## src/rtl/addsub_sequencer.sv

```systemverilog
// Sequenced WIDTH-bit add/sub: one 2-bit slice per clock, LSB pair first; done N+1 clocks after accept.
// No backpressure: start is sampled only in IDLE and ignored (not queued) while busy.
module addsub_sequencer #(
  parameter int WIDTH = 8
) (
  input  logic             clk,
  input  logic             rst_n,
  input  logic             start,
  input  logic             op,
  input  logic [WIDTH-1:0] a,
  input  logic [WIDTH-1:0] b,
  output logic             busy,
  output logic             done,
  output logic [WIDTH-1:0] result,
  output logic             cout,
  output logic             ovf
);

  localparam int N  = WIDTH / 2;
  localparam int IW = (N > 1) ? $clog2(N) : 1;

  typedef enum logic [1:0] {IDLE, RUN, DONE} state_t;

  state_t           state;
  logic [WIDTH-1:0] a_reg;
  logic [WIDTH-1:0] b_reg;
  logic [WIDTH-1:0] acc;
  logic             op_reg;
  logic             carry;
  logic [IW-1:0]    idx;

  logic [1:0]       sa;
  logic [1:0]       sb;
  logic [1:0]       sum;
  logic             c0;
  logic             c1;
  logic             last;

  // The single shared 2-bit slice: B inverted for subtract, carry-in from the carry register.
  always_comb begin
    sa     = a_reg[{idx, 1'b0} +: 2];
    sb     = b_reg[{idx, 1'b0} +: 2] ^ {2{op_reg}};
    sum[0] = sa[0] ^ sb[0] ^ carry;
    c0     = (sa[0] & sb[0]) | (carry & (sa[0] ^ sb[0]));
    sum[1] = sa[1] ^ sb[1] ^ c0;
    c1     = (sa[1] & sb[1]) | (c0 & (sa[1] ^ sb[1]));
  end

  assign last = (idx == IW'(N - 1));
  assign busy = (state != IDLE);

  always_ff @(posedge clk or negedge rst_n) begin
    if (!rst_n) begin
      state  <= IDLE;
      a_reg  <= '0;
      b_reg  <= '0;
      acc    <= '0;
      op_reg <= 1'b0;
      carry  <= 1'b0;
      idx    <= '0;
      done   <= 1'b0;
      result <= '0;
      cout   <= 1'b0;
      ovf    <= 1'b0;
    end else begin
      case (state)
        IDLE: begin
          done <= 1'b0;
          if (start) begin
            a_reg  <= a;
            b_reg  <= b;
            op_reg <= op;
            idx    <= '0;
            carry  <= op;
            state  <= RUN;
          end
        end
        RUN: begin
          acc[{idx, 1'b0} +: 2] <= sum;
          carry                 <= c1;
          if (last) begin
            // On the top slice c0 is the carry into the MSB and c1 the carry out of it.
            result <= {sum, acc[WIDTH-3:0]};
            cout   <= c1 ^ op_reg;
            ovf    <= c1 ^ c0;
            done   <= 1'b1;
            state  <= DONE;
          end else begin
            idx <= idx + 1'b1;
          end
        end
        DONE: begin
          done  <= 1'b0;
          state <= IDLE;
        end
        default: begin
          done  <= 1'b0;
          state <= IDLE;
        end
      endcase
    end
  end

endmodule

```

## config.mk

```make
export PLATFORM = sky130hd
export DESIGN_NAME = addsub_sequencer
export DESIGN_NICKNAME = d
export VERILOG_FILES = /design/src/rtl/addsub_sequencer.sv
export SDC_FILE = /design/constraint.sdc
export NUM_CORES = 1
export LEC_CHECK = 0
export ABC_AREA = 1
export BUFFER_PORTS_ARGS = -buffer_cell sky130_fd_sc_hd__buf_2
export CAP_MARGIN = 0
export CORE_ASPECT_RATIO = 0.8
export CORE_MARGIN = 5
export CORE_UTILIZATION = 50
export CTS_CLUSTER_DIAMETER = 80
export DETAILED_ROUTE_END_ITERATION = 16
export GPL_TIMING_DRIVEN = 1
export PLACE_DENSITY = 0.82
export SYNTH_ARGS = -nofsm -noshare
export SYNTH_HDL_FRONTEND = slang
export SYNTH_SLANG_ARGS = --single-unit
```

## constraint.sdc

```tcl
create_clock -name clk -period 5.1 [get_ports clk]
set_clock_uncertainty 0.05 [all_clocks]
set_input_delay 0.255 -clock clk [delete_from_list [all_inputs] [get_ports clk]]
set_output_delay 0.255 -clock clk [all_outputs]
set_load 0.05 [all_outputs]
```

==> impl_metrics.env <==
export IMPL_status="complete, no violations"
export IMPL_maxCapViolCount=0
export IMPL_worst_pin_slew_ns=0.8354
export IMPL_fin_cells=291
export IMPL_vdd_ir_drop_max_mv=0.3681
export IMPL_final_design_area_no_fill_mm2=0.002122
export IMPL_seq_area_frac_synth=0.5317
export IMPL_leakage_nw=1.165
export IMPL_start_util=0.5252
export IMPL_powerDensity_mw_per_mm2=760.8
export IMPL_hold_violations=0
export IMPL_cts_hold_buf=0
export IMPL_die_area_mm2=0.004990
export IMPL_portBuffers=31
export IMPL_r2r_end="acc[3]"
export IMPL_yosysTopAreaCell="dfrtp_1"
export IMPL_ys_ff_latch=39
export IMPL_slowest_stage="dfrtp_1"
export IMPL_antenna_left=0
export IMPL_grt_first_pass_wirelength_um=6216
export IMPL_area_growth_pct=15.61
export IMPL_chipWidth_um=77.74
export IMPL_worstSkewPairLatency_ns=0.30
export IMPL_ys_types=21
export IMPL_setup_viol=0
export IMPL_min_path_type="in -> async"
export IMPL_relSlewSlack=0.4431
export IMPL_fin_crit_ns=2.887
export IMPL_hpwl_um=2534
export IMPL_route_detailed_wl_per_inst_um=12.24
export IMPL_routed_wl_um=3562
export IMPL_die_height_um=64.19
export IMPL_synthCells=216
export IMPL_finalNetCount=275
export IMPL_crit_required_ns=5.27
export IMPL_seq_area_um2=975.9
export IMPL_critPathCaptureType="register"
export IMPL_gr_usage_all_layers=0.1545
export IMPL_drt_iter0_drc=93
export IMPL_yosysWarnings=0
export IMPL_grt_start_max_net_pins=40
export IMPL_n_fill_cell=327
export IMPL_r2r_start="idx[0]"
export IMPL_syn_area_per_cell_um2=8.498
export IMPL_cts_sinks=39
export IMPL_place_inst=283
export IMPL_clockBufferDepth=2
export IMPL_tns_ns=0
export IMPL_yosys_top_cells_area="dfrtp_1 53%, nand2_1 22%, nand3_1 4.4%, ha_1 3.4%, o21ai_0 3.0%"
export IMPL_cts_tree="yes"
export IMPL_crit_start="idx[0]"
export IMPL_dpl_cell_area_mm2=0.002004
export IMPL_mostFrequentLayoutCell="nand2_1"
export IMPL_reg2reg_depth=9
export IMPL_mostFrequentLayoutCells="106 x nand2_1, 39 x dfrtp_1, 31 x buf_2, 16 x nand3_1, 11 x o21ai_0"
export IMPL_yosysTopAreaCellShare=0.5317
export IMPL_crit_fanout=15
export IMPL_cts_resized=0
export IMPL_rsz0062_at_grt="false"
export IMPL_grt_pass1_vias=1442
export IMPL_overflow=0
export IMPL_cts_setup_buffers=0
export IMPL_path_cells="inv_1, o21ai_0, o22ai_1, fa_1, inv_1, fa_1, nor2_1, nand3_1, o21ai_0"
export IMPL_synth_nets=243
export IMPL_layout_drive_gt1_share=0.2048
export IMPL_cts_buffers=5
export IMPL_root_buffer="clkbuf_8"
export IMPL_htreeDepth=2
export IMPL_post_route_period_util=0.5661
export IMPL_drt_pass1_iter_count=4
export IMPL_worstSetupStartpointType="register"
export IMPL_cp_slowest_stage_delay_ns=0.63
export IMPL_fp_coreArea_mm2=0.003495
export IMPL_antenna_cells=0
export IMPL_cts_clk_slew_worst_paths_ns=0.07
export IMPL_maxSlewViolCount=0
export IMPL_rows=19
export IMPL_io_pins=32
export IMPL_r2r_slack_ns=2.21
export IMPL_synth_area_mm2=0.001836
export IMPL_drc=0
export IMPL_multi_input_area_um2=783.3
export IMPL_viasPerCell=4.979
export IMPL_grt_antenna_before_repair=0
export IMPL_arrival_ns=3.05
export IMPL_worstSetupPathType="reg -> reg"
export IMPL_gp_congestion=0.9185
export IMPL_power_mw=1.615
export IMPL_vias=1449
export IMPL_critPathCapture="acc[3]"
export IMPL_clock_fmax_mhz=346.3
==> Yosys cell counts <==
cell type,n
dfrtp_1,39
nor2_8,1
ha_1,5
o21ai_0,11
o21ai_2,4
nand2_1,106
nand2_4,1
xor2_1,2
inv_1,6
inv_2,4
o21ai_1,1
buf_4,1
fa_1,2
buf_6,1
nor2_1,8
o22ai_1,1
nand3_1,16
nor2_2,1
buf_2,4
nand4_1,1
nand3_2,1
==> worst min path at each step <==
| stage | start | slack, ns | depth (start not counted) | endpoint |
|---|---|---|---|---|
| 4_1_cts | rst_n | 0.04 | 1 | result[2] |
| 6_report | rst_n | 0.0005 | 1 | result[2] |
| 2_1_floorplan | rst_n | -0.09 | 0 | a_reg[0] |
| 3_3_place_gp | rst_n | 0.35 | 1 | result[2] |
| 3_5_place_dp | rst_n | 0.36 | 1 | result[2] |
| 5_1_grt | rst_n | 0.09 | 1 | result[2] |
==> layer usage <==
metal | global-route usage | vias up | share of wire
met2 | 0.2552 | 36 | 0.47
met5 | 0 | - | 0
met1 | 0.1872 | 663 | 0.45
met3 | 0.04635 | 7 | 0.066
met4 | 0.06652 | 0 | 0.015
li1 | - | 743 | -
==> critical path: cells and delay by family (launching register included) <==
family	cells	cell delay, ns
adder cells (fa/ha/maj)	2	0.88
AND/OR/NAND/NOR	2	0.24
flip-flops	1	0.63
buffers and inverters	2	0.45
AO/OA/AOI/OAI	3	0.56
==> layout make-up <==
cell class / instances / area share
tap: 42 / 0.02476
clock buffer: 6 / 0.03892
inverter: 10 / 0.01769
multi-input combinational: 161 / 0.3691
timing repair buffer: 31 / 0.07311
sequential: 39 / 0.4599
clock inverter: 2 / 0.01651
==> power by group <==
group	switching [mW]	total [mW]	internal, mW
Sequential	0.100	0.543	0.443
Combinational	0.554	0.805	0.250
Clock	0.109	0.267	0.158
==> cell families after synthesis <==
| group | Yosys count | synth area share |
|---|---|---|
| AND/OR/NAND/NOR | 135 | 0.3061 |
| adder cells (fa/ha/maj) | 7 | 0.05590 |
| AO/OA/AOI/OAI | 17 | 0.05521 |
| flip-flops | 39 | 0.5317 |
| buffers and inverters | 16 | 0.04158 |
| XOR/XNOR | 2 | 0.009545 |
==> per-stage QoR <==
step / util / worst slack (ns) / hold slack, ns
final: 0.6072 / 2.213 / 0.0004994
after global routing: 0.6072 / 1.968 / 0.09143
after CTS: 0.6072 / 2.250 / 0.04355
after detailed placement: 0.5736 / 2.274 / 0.3635
after global placement: 0.5736 / 2.461 / 0.3523
after floorplan: - / 2.756 / -0.09059
(Power assumes the default switching activity.)
